**config.mk**
```make
export PLATFORM = sky130hd
export DESIGN_NAME = fetch_unit
export DESIGN_NICKNAME = d
export VERILOG_FILES = /design/src/rtl/mips_fetch_pkg.sv /design/src/rtl/fetch_fifo.sv /design/src/rtl/fetch_unit.sv
export SDC_FILE = /design/constraint.sdc
export NUM_CORES = 1
export LEC_CHECK = 0
export ABC_AREA = 1
export CAP_MARGIN = 0
export CORE_UTILIZATION = 47
export DETAILED_ROUTE_END_ITERATION = 8
export PLACE_DENSITY = 0.76
export SLEW_MARGIN = 20
export SYNTH_ARGS = -nofsm -noshare
export SYNTH_HDL_FRONTEND = slang
export SYNTH_HIERARCHICAL = 1
export SYNTH_SLANG_ARGS = --single-unit
```
**constraint.sdc**
```tcl
create_clock -name clk -period 2.07 [get_ports clk]
set_input_delay 0.3105 -clock clk [delete_from_list [all_inputs] [get_ports clk]]
set_output_delay 0.3105 -clock clk [all_outputs]
set_load 0.05 [all_outputs]
```
**src/rtl/mips_fetch_pkg.sv**
```systemverilog
// mips_fetch_pkg: shared definitions for the instruction-fetch stage.
//   DEF_ADDR_W / DEF_DATA_W : default PC and instruction widths
//   fetch_state_t           : fetch sequencer states (IDLE / REQ / DROP)
//   fetch_entry_t           : one buffered fetch result {pc, inst}
package mips_fetch_pkg;

  localparam int unsigned DEF_ADDR_W = 32;
  localparam int unsigned DEF_DATA_W = 32;

  typedef enum logic [1:0] {
    ST_IDLE = 2'd0,  // buffer full (or just out of reset), no request
    ST_REQ  = 2'd1,  // requesting the instruction at pc_in
    ST_DROP = 2'd2   // flushed mid-request; finish it and discard the data
  } fetch_state_t;

  typedef struct packed {
    logic [DEF_ADDR_W-1:0] pc;
    logic [DEF_DATA_W-1:0] inst;
  } fetch_entry_t;

endpackage

```
**src/rtl/fetch_fifo.sv**
```systemverilog
// fetch_fifo: DEPTH-entry synchronous FIFO holding fetched {pc, inst} words.
// Ports:
//   clk, rst     : rising-edge clock, asynchronous active-low reset
//   push/wr_data : write wr_data at the tail
//   pop          : discard the head entry
//   clear        : empty the FIFO; overrides push and pop
//   count        : current occupancy (0..DEPTH)
//   count_nxt    : occupancy after this edge (lets the caller look ahead)
//   head_data    : registered head entry, meaningful while count != 0
module fetch_fifo
  import mips_fetch_pkg::*;
#(
  parameter int unsigned DEPTH = 2,
  parameter int unsigned WIDTH = DEF_ADDR_W + DEF_DATA_W,
  localparam int unsigned CW   = $clog2(DEPTH + 1)
) (
  input  logic             clk,
  input  logic             rst,
  input  logic             push,
  input  logic             pop,
  input  logic             clear,
  input  logic [WIDTH-1:0] wr_data,
  output logic [CW-1:0]    count,
  output logic [CW-1:0]    count_nxt,
  output logic [WIDTH-1:0] head_data
);

  localparam int unsigned PW = $clog2(DEPTH);

  logic [WIDTH-1:0] mem [DEPTH];
  logic [PW-1:0]    rd_ptr;
  logic [PW-1:0]    wr_ptr;
  logic [CW-1:0]    count_q;

  always_comb begin
    count_nxt = count_q;
    if (clear) begin
      count_nxt = '0;
    end else begin
      count_nxt = count_q + CW'(push) - CW'(pop);
    end
  end

  // Pointers wrap naturally because DEPTH is a power of two.
  always_ff @(posedge clk or negedge rst) begin
    if (!rst) begin
      rd_ptr  <= '0;
      wr_ptr  <= '0;
      count_q <= '0;
      for (int unsigned i = 0; i < DEPTH; i++) begin
        mem[i] <= '0;
      end
    end else begin
      count_q <= count_nxt;
      if (clear) begin
        rd_ptr <= '0;
        wr_ptr <= '0;
      end else begin
        if (push) begin
          mem[wr_ptr] <= wr_data;
          wr_ptr      <= wr_ptr + 1'b1;
        end
        if (pop) begin
          rd_ptr <= rd_ptr + 1'b1;
        end
      end
    end
  end

  assign count     = count_q;
  assign head_data = mem[rd_ptr];

endmodule

```
**src/rtl/fetch_unit.sv**
```systemverilog
// fetch_unit: instruction-fetch stage between pcreg and decode.
// Issues one imem read per PC over a req/ack handshake, buffers each
// {pc, inst} result in a small FIFO and advances pcreg (pc_ena) only on a
// completed fetch or a redirect.
// Ports:
//   clk, rst                     : rising-edge clock, async active-low reset
//   pc_in                        : current PC from pcreg
//   pc_ena                       : pcreg load enable
//   flush                        : redirect; next-PC mux selects the target
//   imem_req/imem_addr           : instruction memory request and address
//   imem_ack/imem_rdata          : request completion and returned word
//   inst_valid/inst_ready        : head handshake towards decode
//   inst_out/inst_pc             : head instruction and its PC
// All outputs are forced to 0 while rst is low.
module fetch_unit
  import mips_fetch_pkg::*;
#(
  parameter int unsigned ADDR_W = DEF_ADDR_W,
  parameter int unsigned DATA_W = DEF_DATA_W,
  parameter int unsigned DEPTH  = 2
) (
  input  logic              clk,
  input  logic              rst,
  input  logic [ADDR_W-1:0] pc_in,
  output logic              pc_ena,
  input  logic              flush,
  output logic              imem_req,
  output logic [ADDR_W-1:0] imem_addr,
  input  logic              imem_ack,
  input  logic [DATA_W-1:0] imem_rdata,
  output logic              inst_valid,
  input  logic              inst_ready,
  output logic [DATA_W-1:0] inst_out,
  output logic [ADDR_W-1:0] inst_pc
);

  localparam int unsigned CW = $clog2(DEPTH + 1);
  localparam int unsigned EW = ADDR_W + DATA_W;

  fetch_state_t      state;
  fetch_state_t      state_nxt;
  logic [ADDR_W-1:0] drop_addr;
  logic [ADDR_W-1:0] drop_addr_nxt;

  logic              push;
  logic              pop;
  logic              has_room;
  logic [CW-1:0]     count;
  logic [CW-1:0]     cnt_nxt;
  logic [EW-1:0]     head;

  // Buffer control. A flush clears the FIFO and blocks the push, so the
  // data of an ack coincident with a flush is discarded.
  assign push = (state == ST_REQ) && imem_ack && !flush;
  assign pop  = inst_valid && inst_ready;

  fetch_fifo #(
    .DEPTH (DEPTH),
    .WIDTH (EW)
  ) u_fifo (
    .clk       (clk),
    .rst       (rst),
    .push      (push),
    .pop       (pop),
    .clear     (flush),
    .wr_data   ({pc_in, imem_rdata}),
    .count     (count),
    .count_nxt (cnt_nxt),
    .head_data (head)
  );

  // Looking at the post-edge occupancy lets a pop at full restart the
  // request stream in the very cycle the entry leaves.
  assign has_room = (cnt_nxt < CW'(DEPTH));

  always_ff @(posedge clk or negedge rst) begin
    if (!rst) begin
      state     <= ST_IDLE;
      drop_addr <= '0;
    end else begin
      state     <= state_nxt;
      drop_addr <= drop_addr_nxt;
    end
  end

  always_comb begin
    state_nxt     = state;
    drop_addr_nxt = drop_addr;
    case (state)
      ST_IDLE: begin
        if (has_room) begin
          state_nxt = ST_REQ;
        end
      end
      ST_REQ: begin
        if (flush) begin
          // An unfinished request cannot be withdrawn: remember its
          // address so imem_addr stays stable until the ack arrives.
          if (!imem_ack) begin
            state_nxt     = ST_DROP;
            drop_addr_nxt = pc_in;
          end
        end else if (imem_ack && !has_room) begin
          state_nxt = ST_IDLE;
        end
      end
      ST_DROP: begin
        if (imem_ack) begin
          state_nxt = ST_REQ;
        end
      end
      default: state_nxt = ST_IDLE;
    endcase
  end

  always_comb begin
    imem_addr = '0;
    if (rst) begin
      case (state)
        ST_REQ:  imem_addr = pc_in;
        ST_DROP: imem_addr = drop_addr;
        default: imem_addr = '0;
      endcase
    end
  end

  assign imem_req   = rst && (state != ST_IDLE);
  assign pc_ena     = rst && (flush || ((state == ST_REQ) && imem_ack));
  assign inst_valid = rst && (count != '0);
  assign inst_pc    = rst ? head[EW-1 -: ADDR_W] : '0;
  assign inst_out   = rst ? head[DATA_W-1:0]     : '0;

endmodule

```
Word level (Yosys, flattened, before mapping)
Cells that the tools add are included.
{"block": "classes", "add_sub_neg": 4, "n_lt_le_gt_ge": 4, "eq_ne": 6, "n_mux": 21, "bitwise_logic": 4, "n_reduce_logical": 19}
{"operator": "2-to-1 mux 64 bit", "n": 4}
{"operator": "bitwise mux 128 bit", "n": 1}
{"operator": "2-to-1 mux 32 bit", "n": 3}
{"operator": "demux 64 bit (select 1 bit)", "n": 1}
{"operator": "one-hot mux 32 bit (2 select lines)", "n": 1}
{"operator": "2-to-1 mux 2 bit", "n": 6}
{"operator": "logical AND 1 bit", "n": 8}
{"operator": "nonzero test 2 bit", "n": 4}
{"operator": "one-hot mux 2 bit (3 select lines)", "n": 1}
{"operator": ">= comparator 2 bit, second input constant", "n": 2}
{"operator": "2-to-1 mux 1 bit", "n": 4}
{"operator": "inequality test 2 bit, second input constant", "n": 2}
{"operator": "NOT 1 -> 2 bit", "n": 2}
{"operator": "AND reduction 4 bit", "n": 1}
{"operator": "inequality test 3 x 2 -> 1 bit, second input constant", "n": 1}
{"operator": "inequality test 3 bit, second input constant", "n": 1}
{"operator": "AND reduction 3 bit", "n": 1}
{"operator": "adder 1 bit, second input constant", "n": 2}
{"operator": "adder 2 x 1 -> 2 bit", "n": 1}
{"operator": "equality test 2 x 1 -> 1 bit, second input constant", "n": 1}
{"operator": "equality test 2 bit, second input constant", "n": 1}
{"operator": "zero test 1 bit", "n": 2}
{"operator": "zero test 2 bit", "n": 1}
{"operator": "< comparator 2 x 1 -> 1 bit, second input constant", "n": 1}
{"operator": "5 further kinds", "n": 6}
{"block": "totals", "ff_bits": 166, "input_bits": 69, "output_inout_bits": 99, "word_cells": 65}

Longest topological paths before layout
Gate-level depths: netlist (run 1).
{"block": "logic_depth", "depth_word": 12, "ltp_mapped": 15}

Hierarchy
Netlist (run 1), hierarchy kept.
{"mod": "fetch_fifo", "n_inst": 1, "cells_per_inst": 573, "area_per_inst_um2": 6093.3}
{"mod": "fetch_unit", "n_inst": 1, "cells_per_inst": 419, "area_per_inst_um2": 2501.1}

Least setup slack after synthesis (run 1)
No wires, ideal clock.
{"block": "synth_path", "kind": "reg-to-output", "from": "register state[0]", "to": "output imem_addr[10]", "arrival_ns": 1.787, "setup_slack_ns": -0.028, "stages_incl_launch_ff": 6, "path_buffers": 1, "cell_sequence": "dfrtp_1 inv_1 ha_1 nand2_1 buf_1 a21oi_1"}
{"block": "synth_via", "elab_chain_cells": 3}
{"item": "from (decl)", "line_no": "fetch_unit.sv:40", "rtl": "fetch_state_t state;"}
{"item": "from (signal assigned)", "line_no": "fetch_unit.sv:81", "rtl": "state <= state_nxt;"}
{"item": "equality test 2 bit or equality test 2 x 1 -> 1 bit (tied branches)", "line_no": "fetch_unit.sv:119", "rtl": "case (state)"}
{"item": "one-hot mux 32 bit (2 select lines) (*)", "line_no": "fetch_unit.sv:119"}
{"item": "2-to-1 mux 32 bit (*)", "line_no": "fetch_unit.sv:118", "rtl": "if (rst) begin"}
{"item": "to (decl)", "line_no": "fetch_unit.sv:28", "rtl": "output logic [ADDR_W-1:0] imem_addr,"}
Every way passes the cells marked *; elsewhere a longest branch is shown, timed or not.

Worst setup path after layout (run 1)
{"block": "layout_path", "from": "register state[0]", "to": "output imem_addr[30]"}
The elaborated chain is that of the path after synthesis.

==> metrics.cfg, run 1 <==
[power_and_ir_drop]
p_sw_share_pct = 40.1
seqPwrFrac_pct = 29.9
p_sw_w = 0.00712
p_comb_share_pct = 52.1
ir_worst_vdd_uv = 1050
intPower_w = 0.0106
p_per_area_nw_per_um2 = 1390
pwr-share-clk_pct = 17.9
leakagePower_nw = 6.30

[floorplanning]
coreArea_um2 = 18000
start_util_pct = 47.8
die_h_um = 137
pin_count = 168
die_width_um = 137
die-area_um2 = 18800
rows = 49

[timing]
setup-tns-final_ns = -2.69
layout_min_cycle_time_ns = 2.19
worstMarginPinSlew_ns = 0.631
finalSetupViolCount = 37
setup_ws_ns = -0.117
period_share_pct = 106
rsz0062_at_grt = yes
hold_viol = 0
maxSlewHeadroom_pct = 57.8
max_freq_mhz = 457
fin_skew_ns = 0.00759
drv_slew = 0

[worst_setup_path]
cp.depth = 7
max_stage_delay_ns = 0.41
start_kind = register
crit_path_cell_trace = buf_6 > inv_6 > ha_4 > clkbuf_16 > nand2_2 > a21oi_2 > buf_12
critPathMaxFanout = 8
r2r_start = u_fifo/count[0]$_DFF_PN0_
worstSetupPathType = reg2out
critical_path_arrival_ns = 1.88
cp-startpoint = state[0]$_DFFE_PN0P_
endpoint_kind = primary output
ff2ff_path_depth = 14
cpLargestDelayFamily = buffers and inverters
crit_slowest_cell = dfrtp_1
cp.buffers_inverters = 4
crit_required_ns = 1.76

[grt]
grt_max_degree = 114
antenna_found_initial = 0
grt_usage_pct = 22.4
grt-ovfl-total = 0
grt_pass1_wl_um = 33100
grt_pass1_vias = 6735

[logic_synthesis]
ys_types = 24
yosys_warnings = 6
yosysMostFrequentCell = nand2_1
yosysSeqAreaShare_pct = 48.3
synth.avg_cell_area_um2 = 8.66
synthTopCellsByCount = nand2_1, dfrtp_1, inv_1
ys_top_cells_by_area = dfrtp_1, nand2_1, mux2_2
synthCells = 992
netlist_area_um2 = 8590
async_flop_share_pct = 100
yosys.area.top_type_share_pct = 48.3
ys_seq_elements = 166
ys_dominant_reg_cell = dfrtp_1
syn_nets = 1068
synth.largest_area_cell = dfrtp_1
synth-edff-count = 0

[route]
vias = 7259
vias_per_cell = 5.16
wirelength_um = 22800
drt-initial-drc-count = 379
wl_per_cell_um = 16.2
first_pass_iters = 5
antenna_left = 0
remaining_drc_errors = 0

[placement]
gp_congestion = 0.814
io_buffers = 167
dp_hpwl_um = 12700
dp_slack_ns = -0.342

[clocking]
clock_sinks = 166
clockBufferDepth = 2
cts_buffers = 17
cts_tree = yes
worstSkewPairLatency_ns = 0.42
htreeDepth = 4
cts-root-buf = clkbuf_16
clk_pin_slew_ns = 0.06

[run_status]
violations = setup timing
status = complete, but fails checks

[finish]
num-nets-final = 1241
multi_input_area_um2 = 4040
diodes = 0
seq_area_um2 = 4160
drive_above_1_share_pct = 37.1
num-fill-cells = 1243
syn_to_final_growth_pct = 48.7

[flow_run]
maxCapViolations = 0

[worst_hold_path]
hold_class = in2async

[stage by stage]
step / hold WS (ns) / utilization [%] / std cells / area (um^2) / power (W)
global route: 0.178 / 71.1 / 1407 / 12800 / 0.0187
finish: 0.152 / 71.1 / 1407 / 12800 / 0.0177
global placement: 0.271 / 61.0 / 1351 / 11000 / 0.0123
floorplan: 0.0149 / - / 992 / 8590 / 0.00984
CTS: 0.156 / 67.1 / 1393 / 12100 / 0.0166
detailed placement: 0.272 / 61.0 / 1351 / 11000 / 0.0125
[sequential cells by signal (all words and copies together) (netlist names)]
name / cells
drop_addr: 32
u_fifo/mem: 128
state: 2
u_fifo/rd_ptr: 1
u_fifo/count: 2
u_fifo/wr_ptr: 1
[cell type report]
cell class,instances,share of cell area (%)
repair buffers,217,24.8
well taps,229,2.24
inverters,140,4.17
multi-input cells,623,31.6
clock inverters,12,1.18
flip-flops and latches,166,32.5
clock buffers,20,3.42
[cells in the final DEF (no fill, tap or decap), drive strengths merged]
| cell | count |
|---|---|
| nand4 | 2 |
| dlygate4sd3 | 1 |
| nand3b | 1 |
| o21ai | 129 |
| clkbuf | 29 |
| or2 | 1 |
| inv | 143 |
| buf | 140 |
| ha | 7 |
| dfrtp | 166 |
| nand3 | 37 |
| clkinv | 4 |
| mux2 | 64 |
| bufinv | 3 |
| clkdlybuf4s50 | 67 |
| nor2 | 11 |
| a21oi | 35 |
| nor3b | 1 |
| nand2 | 335 |
| clkinvlp | 2 |
[worst min-delay path: stages]
cell and delay (ns):
clkbuf_8 0.11, buf_4 0.18, buf_12 0.42
[what timing repair did]
action | in CTS | in global routing
hold endpoints to repair | 6 | 0
resized for setup | 84 | 150
setup buffers | 6 | 4
gates cloned | 3 | 11
pin swaps | 10 | 37
setup endpoints to repair | 69 | 88
hold buffers | 1 | 0
[worst paths after layout]
check | endpoint | slack [ns]
worst max-delay path | imem_addr[30] | -0.12
worst min-delay path | drop_addr[1]$_DFFE_PN0P_ | 0.15
worst max register to register | state[0]$_DFFE_PN0P_ | 0.01
worst min register to register | drop_addr[25]$_DFFE_PN0P_ | 0.47
max in group asynchronous | state[1]$_DFFE_PN0P_ | 1.24
min in group clk | u_fifo/mem[31]$_DFFE_PN0P_ | 0.46
[power groups by stage]
stage	Clock (W)	Sequential [W]	Combinational, W
3_3_place_gp	0	0.00518	0.00709
4_1_cts	0.00326	0.00521	0.00815
3_5_place_dp	0	0.00525	0.00722
5_1_grt	0.00342	0.00545	0.00981
2_1_floorplan	0	0.00507	0.00477
6_report	0.00318	0.00531	0.00925
[logic make-up after synthesis]
group	count (synthesis)	share of synthesized area [%]
adder cells (fa/ha/maj)	7	1.02
flip-flops	166	48.3
multiplexers	64	8.39
buffers and inverters	203	11.9
AO/OA/AOI/OAI	164	12.3
AND/OR/NAND/NOR	388	18.0
[layer usage]
metal	up-vias	global-route usage (%)	wire [um]
met1	3463	30.0	9450
met4	0	7.26	565
met5	-	0	0
met2	275	36.4	11400
li1	3475	-	-
met3	46	4.64	1360
Power figures use the tool's default switching activity.
==> inputs of run 2 (changes only) <==
PLACE_DENSITY = 0.85   (was 0.76)
==> metrics.cfg, run 2 (same netlist as run 1, synthesis figures left out) <==
[run_status]
status = complete, but fails checks
violations = DRC, hold timing, setup timing

[route]
drt-initial-drc-count = 689
vias = 7784
remaining_drc_errors = 3
wirelength_um = 26600
first_pass_iters = 9
antenna_left = 0
wl_per_cell_um = 18.8
vias_per_cell = 5.51

[power_and_ir_drop]
p_comb_share_pct = 52.5
ir_worst_vdd_uv = 831
intPower_w = 0.0104
leakagePower_nw = 6.30
p_per_area_nw_per_um2 = 1380
seqPwrFrac_pct = 29.9
pwr-share-clk_pct = 17.6
p_sw_w = 0.00745
total_power_w = 0.0179
p_sw_share_pct = 41.6

[worst_setup_path]
endpoint_kind = primary output
critPathMaxFanout = 8
worstSetupPathType = reg2out
crit_slowest_cell = dfrtp_1
critical_path_arrival_ns = 1.90
cp_common_cell = buf_12
crit_path_cell_trace = buf_4 > inv_4 > ha_4 > nand2_8 > buf_12 > a21oi_4 > buf_12
crit_required_ns = 1.76
cp-startpoint = state[0]$_DFFE_PN0P_
max_stage_delay_ns = 0.39
start_kind = register
r2r_start = state[0]$_DFFE_PN0P_

[clocking]
worstSkewPairLatency_ns = 0.43
cts-root-buf = clkbuf_16
clockBufferDepth = 2
clock_sinks = 166
htreeDepth = 4
clk_pin_slew_ns = 0.06
cts_tree = yes
cts_buffers = 17

[floorplanning]
pin_count = 168
start_util_pct = 47.8
rows = 49
die_h_um = 137
coreArea_um2 = 18000
die_width_um = 137
die-area_um2 = 18800

[timing]
period_share_pct = 107
drv_slew = 0
setup_ws_ns = -0.145
maxSlewHeadroom_pct = 43.0
hold_viol = 58
finalSetupViolCount = 95
worstMarginPinSlew_ns = 0.852
max_freq_mhz = 451
timing.hold.ws_ns = -0.0525
rsz0062_at_grt = yes
layout_min_cycle_time_ns = 2.22
fin_skew_ns = 0.00882

[finish]
mostFrequentLayoutCells = nand2_1, dfrtp_1, inv_1, buf_12, clkdlybuf4s50_1
largest_reg_flops = 128
top_register = u_fifo/mem
syn_to_final_growth_pct = 50.3
diodes = 0
num-nets-final = 1246
final_area_um2 = 12900
top_regs = u_fifo/mem x128, drop_addr x32
drive_above_1_share_pct = 38.8
final_common_cell = nand2_1

[placement]
gp_congestion = 0.834
placed_area_um2 = 11000
dp_hpwl_um = 13200
io_buffers = 167

[grt]
grt_max_degree = 105
grt_pass1_vias = 7279
grt_pass1_wl_um = 36600
antenna_found_initial = 0
grt_usage_pct = 25.5
grt-ovfl-total = 0

[worst_hold_path]
hold_class = in2async

[flow_run]
maxCapViolations = 0

==> run 2: power by group through the flow <==
| stage | combinational [W] | clock [W] | sequential [W] |
|---|---|---|---|
| final | 0.00940 | 0.00315 | 0.00534 |
| after CTS | 0.00853 | 0.00318 | 0.00523 |
| after global placement | 0.00718 | 0 | 0.00518 |
| after floorplan | 0.00477 | 0 | 0.00507 |
| after detailed placement | 0.00735 | 0 | 0.00526 |
| after global routing | 0.00992 | 0.00333 | 0.00546 |
==> run 2: area by class of cell <==
class | instances | area (um^2)
Tap cell | 229 | 287
Multi-Input combinational cell | 623 | 4070
Clock buffer | 17 | 425
Fill cell | 1171 | 5040
Timing Repair Buffer | 222 | 3290
Inverter | 140 | 531
Sequential cell | 166 | 4160
Clock inverter | 15 | 156
==> run 2: per-layer routing <==
metal / share of wire [%] / vias to the layer above / global-route usage [%]
met5: 0 / - / 0
met4: 2.6 / 0 / 11.7
met3: 6.8 / 78 / 5.89
met2: 51 / 411 / 43.0
met1: 40 / 3836 / 31.0
li1: - / 3459 / -
==> run 2: stage by stage <==
step | std cells | hold slack [ns] | setup slack, ns | TNS [ns] | utilization, %
6_report | 1412 | -0.0525 | -0.145 | -8.11 | 71.9
4_1_cts | 1390 | -0.0288 | -0.123 | -3.86 | 68.0
2_1_floorplan | 992 | 0.0149 | -0.0277 | -0.832 | -
5_1_grt | 1412 | -0.0408 | -0.250 | -17.06 | 71.9
3_5_place_dp | 1345 | 0.424 | -0.349 | -0.691 | 61.1
3_3_place_gp | 1345 | 0.421 | -0.239 | -0.475 | 61.1
==> run 2: path summary, 6_finish.rpt <==
kind,to,slack (ns),cells past startpoint
max,imem_addr[20],-0.15,7
min,u_fifo/mem[63]$_DFFE_PN0P_,-0.05,2
max reg2reg,state[1]$_DFFE_PN0P_,-0.12,16
min reg2reg,u_fifo/mem[6]$_DFFE_PN0P_,0.48,2
max in group asynchronous,u_fifo/mem[69]$_DFFE_PN0P_,0.54,3
min in group clk,u_fifo/rd_ptr$_DFFE_PN0P_,0.37,4
==> run 2: worst max-delay path, delay by kind of cell, from the launching register on <==
kind	cells	cell delay, ns
AO/OA/AOI/OAI	1	0.16
flip-flops	1	0.39
buffers and inverters	4	0.56
adder cells (fa/ha/maj)	1	0.28
AND/OR/NAND/NOR	1	0.09
==> run 2: timing repair <==
item | CTS | global route
gates cloned | 7 | 9
setup endpoints to repair | 89 | 206
buffers inserted | 6 | 14
resized for setup | 93 | 158
endpoints found under the hold margin | 76 | 18
pin swaps | 16 | 27
